**config.mk**
```make
export PLATFORM = sky130hd
export DESIGN_NAME = mem_port_arbiter_flat
export DESIGN_NICKNAME = d
export VERILOG_FILES = /design/src/rtl/mem_port_arbiter_if.sv /design/src/rtl/mem_port_arbiter.sv /design/src/flat_wrapper.sv
export SDC_FILE = /design/constraint.sdc
export NUM_CORES = 1
export LEC_CHECK = 0
export BUFFER_PORTS_ARGS = -buffer_cell sky130_fd_sc_hd__clkbuf_2
export CAP_MARGIN = 5
export CORE_AREA = 2 2 109 111
export CTS_CLUSTER_DIAMETER = 30
export DETAILED_ROUTE_END_ITERATION = 12
export DIE_AREA = 0 0 111 113
export HOLD_SLACK_MARGIN = 0.15
export PLACE_DENSITY = 0.7
export SYNTH_ARGS = -nofsm -noshare
export SYNTH_HDL_FRONTEND = slang
export SYNTH_SLANG_ARGS = --single-unit
```
**constraint.sdc**
```tcl
create_clock -name i_clk -period 1.32 [get_ports i_clk]
set_input_delay 0.066 -clock i_clk [delete_from_list [all_inputs] [get_ports i_clk]]
set_output_delay 0.066 -clock i_clk [all_outputs]
set_load 0.05 [all_outputs]
```
**src/rtl/mem_port_arbiter_if.sv**
```systemverilog
// Bundle of the IF port, DM port and shared memory port signals for mem_port_arbiter.
// The slave modport belongs to the arbiter. The master modport belongs to the core/memory side.
interface mem_port_arbiter_if #(
    parameter int ADDR_W = 32,
    parameter int DATA_W = 32
);
    logic                  i_if_req;
    logic [ADDR_W-1:0]     i_if_addr;
    logic                  o_if_valid;
    logic [DATA_W-1:0]     o_if_rdata;
    logic                  o_if_stall;
    logic                  i_flush;

    logic                  i_dm_req;
    logic                  i_dm_we;
    logic [ADDR_W-1:0]     i_dm_addr;
    logic [DATA_W-1:0]     i_dm_wdata;
    logic [DATA_W/8-1:0]   i_dm_be;
    logic                  o_dm_valid;
    logic [DATA_W-1:0]     o_dm_rdata;
    logic                  o_dm_stall;

    logic                  o_mem_req;
    logic                  o_mem_we;
    logic [ADDR_W-1:0]     o_mem_addr;
    logic [DATA_W-1:0]     o_mem_wdata;
    logic [DATA_W/8-1:0]   o_mem_be;
    logic                  i_mem_ready;
    logic                  i_mem_rvalid;
    logic [DATA_W-1:0]     i_mem_rdata;

    modport slave (
        input  i_if_req, i_if_addr, i_flush,
        input  i_dm_req, i_dm_we, i_dm_addr, i_dm_wdata, i_dm_be,
        input  i_mem_ready, i_mem_rvalid, i_mem_rdata,
        output o_if_valid, o_if_rdata, o_if_stall,
        output o_dm_valid, o_dm_rdata, o_dm_stall,
        output o_mem_req, o_mem_we, o_mem_addr, o_mem_wdata, o_mem_be
    );

    modport master (
        output i_if_req, i_if_addr, i_flush,
        output i_dm_req, i_dm_we, i_dm_addr, i_dm_wdata, i_dm_be,
        output i_mem_ready, i_mem_rvalid, i_mem_rdata,
        input  o_if_valid, o_if_rdata, o_if_stall,
        input  o_dm_valid, o_dm_rdata, o_dm_stall,
        input  o_mem_req, o_mem_we, o_mem_addr, o_mem_wdata, o_mem_be
    );
endinterface

```
**src/rtl/mem_port_arbiter.sv**
```systemverilog
// Serialises IF fetches and DM accesses onto one single-port memory, one transaction at a time.
// Define ARB_FAIRNESS_EN to cap consecutive DM grants at MAX_DATA_STREAK while IF waits.
module mem_port_arbiter #(
    parameter int ADDR_W          = 32,
    parameter int DATA_W          = 32,
    parameter int MAX_DATA_STREAK = 4
) (
    input logic               i_clk,
    input logic               i_reset,
    mem_port_arbiter_if.slave bus
);
    localparam int BE_W = DATA_W / 8;

    typedef enum logic [1:0] {ST_IDLE, ST_REQ, ST_RESP} state_t;
    typedef enum logic {OWN_DM, OWN_IF} owner_t;

    state_t              state, state_next;
    owner_t              owner;
    logic                drop;
    logic                grant_dm, grant_if;
    logic                if_eligible;
    logic                resp_done;
    logic                mem_req_q, mem_we_q;
    logic [ADDR_W-1:0]   mem_addr_q;
    logic [DATA_W-1:0]   mem_wdata_q;
    logic [BE_W-1:0]     mem_be_q;

    if (MAX_DATA_STREAK < 1) begin : g_bad_streak
        $error("MAX_DATA_STREAK must be at least 1");
    end

`ifdef ARB_FAIRNESS_EN
    localparam int STREAK_W = $clog2(MAX_DATA_STREAK + 1);
    logic [STREAK_W-1:0] streak;
    logic                if_due;
    assign if_due = if_eligible && (streak == STREAK_W'(MAX_DATA_STREAK));
`endif

    assign if_eligible = bus.i_if_req && !bus.i_flush;

    always_comb begin
        state_next = state;
        grant_dm   = 1'b0;
        grant_if   = 1'b0;
        case (state)
            ST_IDLE: begin
`ifdef ARB_FAIRNESS_EN
                if (bus.i_dm_req && !if_due) grant_dm = 1'b1;
                else if (if_eligible)        grant_if = 1'b1;
`else
                if (bus.i_dm_req)     grant_dm = 1'b1;
                else if (if_eligible) grant_if = 1'b1;
`endif
                if (grant_dm || grant_if) state_next = ST_REQ;
            end
            ST_REQ:  if (bus.i_mem_ready)  state_next = ST_RESP;
            ST_RESP: if (bus.i_mem_rvalid) state_next = ST_IDLE;
            default: state_next = ST_IDLE;
        endcase
    end

    always_ff @(posedge i_clk or negedge i_reset) begin
        if (!i_reset) state <= ST_IDLE;
        else          state <= state_next;
    end

    // Request fields stay frozen from grant until the next grant; only o_mem_req drops on accept.
    always_ff @(posedge i_clk or negedge i_reset) begin
        if (!i_reset) begin
            owner       <= OWN_DM;
            drop        <= 1'b0;
            mem_req_q   <= 1'b0;
            mem_we_q    <= 1'b0;
            mem_addr_q  <= '0;
            mem_wdata_q <= '0;
            mem_be_q    <= '0;
        end else begin
            if (grant_dm) begin
                owner       <= OWN_DM;
                drop        <= 1'b0;
                mem_req_q   <= 1'b1;
                mem_we_q    <= bus.i_dm_we;
                mem_addr_q  <= bus.i_dm_addr;
                mem_wdata_q <= bus.i_dm_wdata;
                mem_be_q    <= bus.i_dm_be;
            end else if (grant_if) begin
                owner       <= OWN_IF;
                drop        <= 1'b0;
                mem_req_q   <= 1'b1;
                mem_we_q    <= 1'b0;
                mem_addr_q  <= bus.i_if_addr;
                mem_wdata_q <= '0;
                mem_be_q    <= '1;
            end
            if (state == ST_REQ && bus.i_mem_ready) mem_req_q <= 1'b0;
            if (state != ST_IDLE && owner == OWN_IF && bus.i_flush) drop <= 1'b1;
            if (resp_done) drop <= 1'b0;
        end
    end

`ifdef ARB_FAIRNESS_EN
    always_ff @(posedge i_clk or negedge i_reset) begin
        if (!i_reset)      streak <= '0;
        else if (grant_if) streak <= '0;
        else if (grant_dm) streak <= if_eligible ? streak + 1'b1 : '0;
    end
`endif

    // A flush arriving together with the response still discards it.
    assign resp_done      = (state == ST_RESP) && bus.i_mem_rvalid;
    assign bus.o_dm_valid = resp_done && (owner == OWN_DM);
    assign bus.o_if_valid = resp_done && (owner == OWN_IF) && !drop && !bus.i_flush;
    assign bus.o_if_rdata = bus.i_mem_rdata;
    assign bus.o_dm_rdata = bus.i_mem_rdata;
    assign bus.o_if_stall = bus.i_if_req && !bus.o_if_valid;
    assign bus.o_dm_stall = bus.i_dm_req && !bus.o_dm_valid;

    assign bus.o_mem_req   = mem_req_q;
    assign bus.o_mem_we    = mem_we_q;
    assign bus.o_mem_addr  = mem_addr_q;
    assign bus.o_mem_wdata = mem_wdata_q;
    assign bus.o_mem_be    = mem_be_q;
endmodule
```
**src/flat_wrapper.sv**
```systemverilog
// flat-port wrapper written by rule: the top's interface ports become plain ports
module mem_port_arbiter_flat 
#(
    parameter int ADDR_W          = 32,
    parameter int DATA_W          = 32,
    parameter int MAX_DATA_STREAK = 4
)
  (i_clk, i_reset, bus_i_if_req, bus_i_if_addr, bus_i_flush, bus_i_dm_req, bus_i_dm_we, bus_i_dm_addr, bus_i_dm_wdata, bus_i_dm_be, bus_i_mem_ready, bus_i_mem_rvalid, bus_i_mem_rdata, bus_o_if_valid, bus_o_if_rdata, bus_o_if_stall, bus_o_dm_valid, bus_o_dm_rdata, bus_o_dm_stall, bus_o_mem_req, bus_o_mem_we, bus_o_mem_addr, bus_o_mem_wdata, bus_o_mem_be);
  mem_port_arbiter_if #(.ADDR_W(ADDR_W), .DATA_W(DATA_W)) bus_i ();
  input logic i_clk;
  input logic i_reset;
  input wire logic [$bits(bus_i.i_if_req)-1:0] bus_i_if_req;
  input wire logic [$bits(bus_i.i_if_addr)-1:0] bus_i_if_addr;
  input wire logic [$bits(bus_i.i_flush)-1:0] bus_i_flush;
  input wire logic [$bits(bus_i.i_dm_req)-1:0] bus_i_dm_req;
  input wire logic [$bits(bus_i.i_dm_we)-1:0] bus_i_dm_we;
  input wire logic [$bits(bus_i.i_dm_addr)-1:0] bus_i_dm_addr;
  input wire logic [$bits(bus_i.i_dm_wdata)-1:0] bus_i_dm_wdata;
  input wire logic [$bits(bus_i.i_dm_be)-1:0] bus_i_dm_be;
  input wire logic [$bits(bus_i.i_mem_ready)-1:0] bus_i_mem_ready;
  input wire logic [$bits(bus_i.i_mem_rvalid)-1:0] bus_i_mem_rvalid;
  input wire logic [$bits(bus_i.i_mem_rdata)-1:0] bus_i_mem_rdata;
  output wire logic [$bits(bus_i.o_if_valid)-1:0] bus_o_if_valid;
  output wire logic [$bits(bus_i.o_if_rdata)-1:0] bus_o_if_rdata;
  output wire logic [$bits(bus_i.o_if_stall)-1:0] bus_o_if_stall;
  output wire logic [$bits(bus_i.o_dm_valid)-1:0] bus_o_dm_valid;
  output wire logic [$bits(bus_i.o_dm_rdata)-1:0] bus_o_dm_rdata;
  output wire logic [$bits(bus_i.o_dm_stall)-1:0] bus_o_dm_stall;
  output wire logic [$bits(bus_i.o_mem_req)-1:0] bus_o_mem_req;
  output wire logic [$bits(bus_i.o_mem_we)-1:0] bus_o_mem_we;
  output wire logic [$bits(bus_i.o_mem_addr)-1:0] bus_o_mem_addr;
  output wire logic [$bits(bus_i.o_mem_wdata)-1:0] bus_o_mem_wdata;
  output wire logic [$bits(bus_i.o_mem_be)-1:0] bus_o_mem_be;
  assign bus_i.i_if_req = bus_i_if_req;
  assign bus_i.i_if_addr = bus_i_if_addr;
  assign bus_i.i_flush = bus_i_flush;
  assign bus_i.i_dm_req = bus_i_dm_req;
  assign bus_i.i_dm_we = bus_i_dm_we;
  assign bus_i.i_dm_addr = bus_i_dm_addr;
  assign bus_i.i_dm_wdata = bus_i_dm_wdata;
  assign bus_i.i_dm_be = bus_i_dm_be;
  assign bus_i.i_mem_ready = bus_i_mem_ready;
  assign bus_i.i_mem_rvalid = bus_i_mem_rvalid;
  assign bus_i.i_mem_rdata = bus_i_mem_rdata;
  assign bus_o_if_valid = bus_i.o_if_valid;
  assign bus_o_if_rdata = bus_i.o_if_rdata;
  assign bus_o_if_stall = bus_i.o_if_stall;
  assign bus_o_dm_valid = bus_i.o_dm_valid;
  assign bus_o_dm_rdata = bus_i.o_dm_rdata;
  assign bus_o_dm_stall = bus_i.o_dm_stall;
  assign bus_o_mem_req = bus_i.o_mem_req;
  assign bus_o_mem_we = bus_i.o_mem_we;
  assign bus_o_mem_addr = bus_i.o_mem_addr;
  assign bus_o_mem_wdata = bus_i.o_mem_wdata;
  assign bus_o_mem_be = bus_i.o_mem_be;
  mem_port_arbiter #(.ADDR_W(ADDR_W), .DATA_W(DATA_W), .MAX_DATA_STREAK(MAX_DATA_STREAK)) u_core (.i_clk(i_clk), .i_reset(i_reset), .bus(bus_i));
endmodule
```
==> impl_metrics.yaml, run 1 <==
synthesis:
  synth_area_per_cell_um2: 12.6
  synth-seq-cells: 74
  netlist_instances: 282
  async_flop_share_pct: 100
  yosys_warnings: 0
  syn_nets: 422
  synth_edf_count: 0
  yosysSeqAreaShare_pct: 51.9
  synth.cell_area_um2: 3570
  ys.flop_type: "dfrtp_1"
  synth_cell_type_count: 28
floorplan:
  die_w_um: 111
  initial_core_util_pct: 31.6
  fp.dieH_um: 113
  rows: 39
  io_pins: 278
status:
  lastStage: "4_1_cts"
  firstError: "[ERROR RSZ-0060] Max buffer count reached."
  status: "did not finish"
clock_tree:
  cts_hold_buffers: 117
  post-cts-setup-buffers: 10
  cts.path.max_buffers: 2
  numCtsBuffers: 9
  htreeDepth: 3
  cts.sinks: 74
  cts_root_buf: "clkbuf_16"
  cts_resized: 35
placed_design:
  port_buffers: 181
  place.gp.congestion: 0.769
  dpl_cell_area_um2: 4360
  place_hpwl_um: 7070
-- synth_stat cells (3+ instances only) --
master    number  area, um^2
a22o_1        33         289
buf_2          4        20.0
buf_4         65         488
buf_6         12         135
dfrtp_1       74        1850
nand2b_1      28         175
nor2_1         4        15.0
nor2b_1        3        18.8
o221a_1       30         338
o22a_1         4        35.0
or2b_1         5        37.5
-- cells by family after synthesis --
group                  share of synthesized area (%)
flip-flops                                      51.9
AND/OR/NAND/NOR                                 9.37
AO/OA/AOI/OAI                                   20.4
buffers and inverters                           18.3
-- per-stage QoR --
| stage | util (%) | setup WS [ns] | instances |
|---|---|---|---|
| 3_5_place_dp | 38.7 | -0.179 | 550 |
| 3_3_place_gp | 38.7 | -0.135 | 550 |
| 2_1_floorplan | - | -0.425 | 282 |
==> run 2, diff against run 1 <==
--- a/config.mk
+++ b/config.mk
@@ -7,12 +7,10 @@
 export LEC_CHECK = 0
 export BUFFER_PORTS_ARGS = -buffer_cell sky130_fd_sc_hd__clkbuf_2
 export CAP_MARGIN = 5
-export CORE_AREA = 2 2 109 111
-export CTS_CLUSTER_DIAMETER = 30
+export CORE_MARGIN = 2
+export CORE_UTILIZATION = 30
 export DETAILED_ROUTE_END_ITERATION = 12
-export DIE_AREA = 0 0 111 113
-export HOLD_SLACK_MARGIN = 0.15
-export PLACE_DENSITY = 0.7
+export PLACE_DENSITY_LB_ADDON = 0.15
 export SYNTH_ARGS = -nofsm -noshare
 export SYNTH_HDL_FRONTEND = slang
 export SYNTH_SLANG_ARGS = --single-unit
==> constraint.sdc (replaced) <==
create_clock -name i_clk -period 1.7 [get_ports i_clk]
set_input_delay 0.085 -clock i_clk [delete_from_list [all_inputs] [get_ports i_clk]]
set_output_delay 0.085 -clock i_clk [all_outputs]
set_load 0.05 [all_outputs]
==> run 2 against run 1 <==
Against the previous run: the flow now finishes, with violations (DRC); synthesized cell count is the same; synthesized area stayed put.
==> impl_metrics.yaml, run 2 <==
critical_path:
  arrival_ns: 1.55
  r2r_slack_ns: 0.14
  cp-start-kind: "flop"
  cp.required_ns: 1.62
  crit_type: "flop to output pin"
  max_stage_delay_ns: 0.45
  cp_max_fo: 6
  crit_path_cell_trace: "nand3b_1 -> buf_4 -> nor2_2 -> clkbuf_4"
  critPathSlowestCell: "dfrtp_2"
  end_kind: "output pin"
floorplan:
  die_w_um: 113
  fp.dieH_um: 113
  rows: 39
  die_area_um2: 12800
  initial_core_util_pct: 31.0
  io_pins: 278
  coreArea_um2: 11500
final_layout:
  synthToLayoutAreaGrowth_pct: 38.2
  final-instance-count-excl-fill: 595
  drive_gt1_share_pct: 49.3
  final_cell_mix: "176 x clkbuf_2, 72 x dfrtp_1, 38 x dlygate4sd3_1"
  layout.nets: 587
  register_area_um2: 1850
  final_util_pct: 42.8
  multi_input_area_um2: 1090
  fillCellCount: 1110
  mostFrequentLayoutCell: "clkbuf_2"
  diodes: 0
power:
  ir_worst_vdd_mv: 0.719
  power.total_mw: 10.8
  powerDensity_nw_per_um2: 2200
  p_leak_nw: 2.38
global_route:
  grt_pass1_vias: 2905
  antenna_found_initial: 0
  overflow: 0
  grt_start_max_net_pins: 34
  grt_pass1_wl_um: 14700
  grt.total_usage_pct: 14.5
synthesis:
  synth_cell_type_count: 28
  yosysTopAreaCell: "dfrtp_1"
  synth.cell_area_um2: 3570
  yosysTopAreaCellShare_pct: 51.9
  synth_area_per_cell_um2: 12.6
  synth-seq-cells: 74
  async_flop_share_pct: 100
  yosysMostFrequentCell: "dfrtp_1"
  yosys_warnings: 0
  syn_nets: 422
  netlist_instances: 282
  ys.flop_type: "dfrtp_1"
  synthTopCellsByArea: "dfrtp_1 52%, buf_4 14%, o221a_1 9.5%"
  synth_edf_count: 0
  synth_commonest_cells: "74 x dfrtp_1, 65 x buf_4, 33 x a22o_1"
  yosysSeqAreaShare_pct: 51.9
timing:
  rsz0062_at_grt: "yes"
  drv_slew: 0
  fmax_mhz: 613
  slew_headroom_pct: 74.8
  tightest_slew_ns: 0.379
  fin_crit_sh_pct: 95.9
  finalSetupTns_ns: 0
  fin_skew_ns: 0.00508
  hold_viol_final: 0
  worst_slack_ns: 0.0699
  fin_crit_ns: 1.63
  setup_viol: 0
clock_tree:
  clk_latency_ns: 0.33
  cts_root_buf: "clkbuf_16"
  clk_pin_slew_ns: 0.06
  cts.sinks: 74
  numCtsBuffers: 9
  tritoncts: "built"
  htreeDepth: 3
  cts.path.max_buffers: 2
worst_hold_path:
  hp-class: "primary input to flop"
placed_design:
  port_buffers: 181
  place.gp.congestion: 0.703
  pre_cts_ws_ns: 0.165
  placed_cells: 538
  place_hpwl_um: 6740
drt:
  wl_um: 9390
  antenna_left: 0
  viasPerCell: 4.62
  routed-via-count: 2746
  wl_per_cell_um: 15.8
  drt-pass1-iter-count: 9
  drc: 20
  drt-initial-drc-count: 132
status:
  status: "finished with violations"
  violations: "DRC"
flow_run:
  drv_cap: 0
## run 2: cell counts after synthesis
No cell type changed its count.
## run 2: repair_timing
item	4_1_cts	5_1_grt
hold endpoints to repair	65	0
resized for setup	7	1
endpoints found under the setup margin	2	4
pin swaps	0	0
cloned	0	0
hold buffers	38	0
buffers inserted	1	2
## run 2: path summary, 6_finish.rpt
check	from	end	depth (start not counted)
max	u_core.state[0]	bus_o_dm_valid	4
min	bus_i_dm_wdata[1]	u_core.bus.o_mem_wdata[1]	2
max reg2reg	u_core.state[0]	u_core.bus.o_mem_addr[16]	5
min reg2reg	u_core.bus.o_mem_be[1]	u_core.bus.o_mem_be[1]	1
max in group asynchronous	i_reset	u_core.bus.o_mem_addr[16]	3
min in group asynchronous	i_reset	u_core.bus.o_mem_wdata[19]	2
## run 2: power breakdown
group / total (mW) / switching (mW) / internal (mW)
Sequential: 3.12 / 0.530 / 2.59
Combinational: 5.67 / 3.98 / 1.69
Clock: 2.02 / 0.734 / 1.29
Total: 10.8 / 5.24 / 5.58
## run 2: worst max-delay path, delay by kind of cell (launching register included)
kind | cells | cell delay, ns
flops | 1 | 0.45
simple gates | 2 | 0.35
buf+inv | 2 | 0.43
## run 2: kinds of logic (layout without fill, tap and decap cells)
family | count (synthesis) | after routing | synth area share [%]
DFF | 74 | 74 | 51.9
AOI/OAI and AO/OA | 76 | 76 | 20.4
buffers and inverters | 83 | 253 | 18.3
and+or+nand+nor | 49 | 49 | 9.37
## run 2: layout make-up
class	instances	area share [%]
sequential	74	37.6
timing repair buffer	236	30.1
multi-input combinational	125	22.1
clock buffer	10	4.65
tap	143	3.63
clock inverter	6	1.83
inverter	1	0.0762
## run 2: through the flow
step	hold slack (ns)	instance area (um^2)
floorplan	-0.211	3580
global placement	0.0425	4190
detailed placement	0.0364	4190
CTS	0.00674	4910
global route	0.0108	4930
finish	0.0123	4930
## run 2: layer usage
layer | vias up | share of wire (%) | track usage [%]
met2 | 136 | 48 | 24.5
met4 | 0 | 0.36 | 4.47
met5 | - | 0 | 0
met3 | 10 | 8.1 | 4.77
li1 | 1296 | - | -
met1 | 1304 | 43 | 17.7
No activity file was read; power rests on OpenSTA's default activity.
==> run 3, diff against run 2 <==
--- a/config.mk
+++ b/config.mk
@@ -7,9 +7,9 @@
 export LEC_CHECK = 0
 export BUFFER_PORTS_ARGS = -buffer_cell sky130_fd_sc_hd__clkbuf_2
 export CAP_MARGIN = 5
-export CORE_MARGIN = 2
-export CORE_UTILIZATION = 30
+export CORE_AREA = 2 2 107 109
 export DETAILED_ROUTE_END_ITERATION = 12
+export DIE_AREA = 0 0 109 111
 export PLACE_DENSITY_LB_ADDON = 0.15
 export SYNTH_ARGS = -nofsm -noshare
 export SYNTH_HDL_FRONTEND = slang
==> run 3 against run 2 <==
Against the previous run: the flow now finishes without violations; largest cell class unchanged; sequential share of layout area grew 0.25 points; clock power is essentially flat; combinational power is essentially flat; maximum frequency grew 1.6%; register-to-register slack is essentially flat; setup slack gained 0.026 ns; final cell count shrank 1.0%; global-route usage grew 0.31 points; critical path type unchanged; highest routed layer unchanged; cell area shrank 0.66%; power shrank 0.38%.
==> impl_metrics.yaml, run 3 (synthesis results as in run 2) <==
clock_tree:
  numCtsBuffers: 9
  tritoncts: "built"
  clk_pin_slew_ns: 0.06
  htreeDepth: 3
  cts.path.max_buffers: 2
  cts_root_buf: "clkbuf_16"
  cts.sinks: 74
  clk_latency_ns: 0.33
floorplan:
  coreArea_um2: 11100
  die_w_um: 109
  die_area_um2: 12100
  io_pins: 278
  rows: 39
  initial_core_util_pct: 32.2
  fp.dieH_um: 111
power:
  pwr-share-comb_pct: 52.6
  sw_frac_of_total_pct: 48.3
  net-switching-power_mw: 5.20
  p_int_mw: 5.58
  pwr-share-clk_pct: 18.7
  ir_worst_vdd_mv: 1.55
  p_leak_nw: 2.36
  pwr-share-seq_pct: 28.6
  powerDensity_nw_per_um2: 2200
  power.total_mw: 10.8
worst_hold_path:
  hp-class: "primary input to flop"
  hold_depth: 2
  worstHoldStart: "bus_i_dm_wdata[17]"
  holdPathEnd: "u_core.bus.o_mem_wdata[17]"
global_route:
  grt_pass1_vias: 2797
  grt_start_max_net_pins: 41
  grt.total_usage_pct: 14.8
  antenna_found_initial: 0
  overflow: 0
  grt_pass1_wl_um: 13800
final_layout:
  fillCellCount: 1041
  drive_gt1_share_pct: 48.7
  register_area_um2: 1850
  multi_input_area_um2: 1090
  mostFrequentLayoutCell: "clkbuf_2"
  layout.nets: 581
  final_util_pct: 44.2
  diodes: 0
  final-instance-count-excl-fill: 589
  final_cell_mix: "178 x clkbuf_2, 72 x dfrtp_1, 38 x dlygate4sd3_1"
  synthToLayoutAreaGrowth_pct: 37.3
  fin_area_um2: 4900
critical_path:
  end_kind: "output pin"
  cp_max_fo: 2
  cp-start-kind: "flop"
  r2r-start: "u_core.state[0]"
  r2r_slack_ns: 0.14
  rr_endpoint: "u_core.bus.o_mem_addr[7]"
  cp.required_ns: 1.62
  crit_family: "simple AND/OR/NAND/NOR gates"
  max_stage_delay_ns: 0.41
  crit_type: "flop to output pin"
  crit_path_cell_trace: "nand3b_1 -> nor4b_4 -> nor2b_1 -> buf_6"
  critPathSlowestCell: "dfrtp_2"
  arrival_ns: 1.52
  critPathBufInv: 1
  r2r_cells: 5
timing:
  tightest_slew_ns: 0.470
  fin_crit_ns: 1.60
  rsz0062_at_grt: "no"
  setup_viol: 0
  slew_headroom_pct: 68.7
  drv_slew: 0
  hold_viol_final: 0
  finalSetupTns_ns: 0
  fin_skew_ns: 0.00417
  fmax_mhz: 624
  fin_crit_sh_pct: 94.3
drt:
  viasPerCell: 4.52
  drt-pass1-iter-count: 4
  wl_um: 9050
  wl_per_cell_um: 15.4
  drc: 0
  drt-initial-drc-count: 116
  antenna_left: 0
  routed-via-count: 2662
placed_design:
  place.gp.congestion: 0.699
  placed_cells: 532
  port_buffers: 181
  dpl_cell_area_um2: 4160
  place_hpwl_um: 6150
flow_run:
  drv_cap: 0
status:
  status: "finished clean"
run 3: cell count changes in the layout (fill, tap and decap cells not counted):
| cell | change |
|---|---|
| buf_4 | -8 |
| clkbuf_2 | +2 |
| clkbuf_4 | -2 |
| clkbuf_8 | +1 |
| clkinv_4 | -1 |
| clkinv_2 | +1 |
| buf_6 | +1 |
| inv_6 | -1 |
| buf_12 | +1 |
run 3: layer usage:
layer  global-route usage, %  share of wire (%)  vias to the layer above
li1                        -                  -                     1284
met1                    18.1                 42                     1213
met3                    4.70                9.5                       16
met5                       0                  0                        -
met4                    4.96                1.5                        0
met2                    24.6                 47                      149
run 3: per-stage QoR:
step                hold WS [ns]  setup WS, ns
floorplan                 -0.211        -0.157
finish                    0.0129        0.0963
CTS                      0.00267        0.0124
detailed placement        0.0808         0.185
global route             0.00888        0.0124
global placement          0.0776         0.187
run 3: worst max path at each step:
stage          slack, ns  cells after the start                         to             from
6_report             0.1                      4             bus_o_if_stall  u_core.state[0]
5_1_grt             0.01                      4             bus_o_if_stall  u_core.state[0]
4_1_cts             0.01                      4             bus_o_if_stall  u_core.state[0]
3_5_place_dp        0.19                      4  u_core.bus.o_mem_addr[24]  u_core.state[0]
3_3_place_gp        0.19                      4  u_core.bus.o_mem_addr[11]  u_core.state[0]
2_1_floorplan      -0.16                      4             bus_o_if_stall  u_core.state[0]
run 3: layout make-up:
cell class	count	area share (%)
clock buffer	11	4.96
timing repair buffer	230	29.6
sequential	74	37.9
clock inverter	5	1.58
tap	143	3.65
multi-input combinational	125	22.3
inverter	1	0.0767
run 3: timing repair:
action                                  4_1_cts  5_1_grt
hold endpoints to repair                     71        0
hold buffers                                 38        0
endpoints found under the setup margin        2        2
resized for setup                             5        2
pin swaps                                     1        1
buffers inserted                              3        0
run 3: power by group through the flow:
stage | sequential [mW] | combinational, mW | clock, mW
floorplan | 5.74 | 2.00 | 0
global placement | 3.15 | 5.53 | 0
detailed placement | 3.14 | 5.56 | 0
CTS | 3.09 | 5.73 | 2.09
global route | 3.18 | 5.99 | 2.17
finish | 3.09 | 5.67 | 2.02
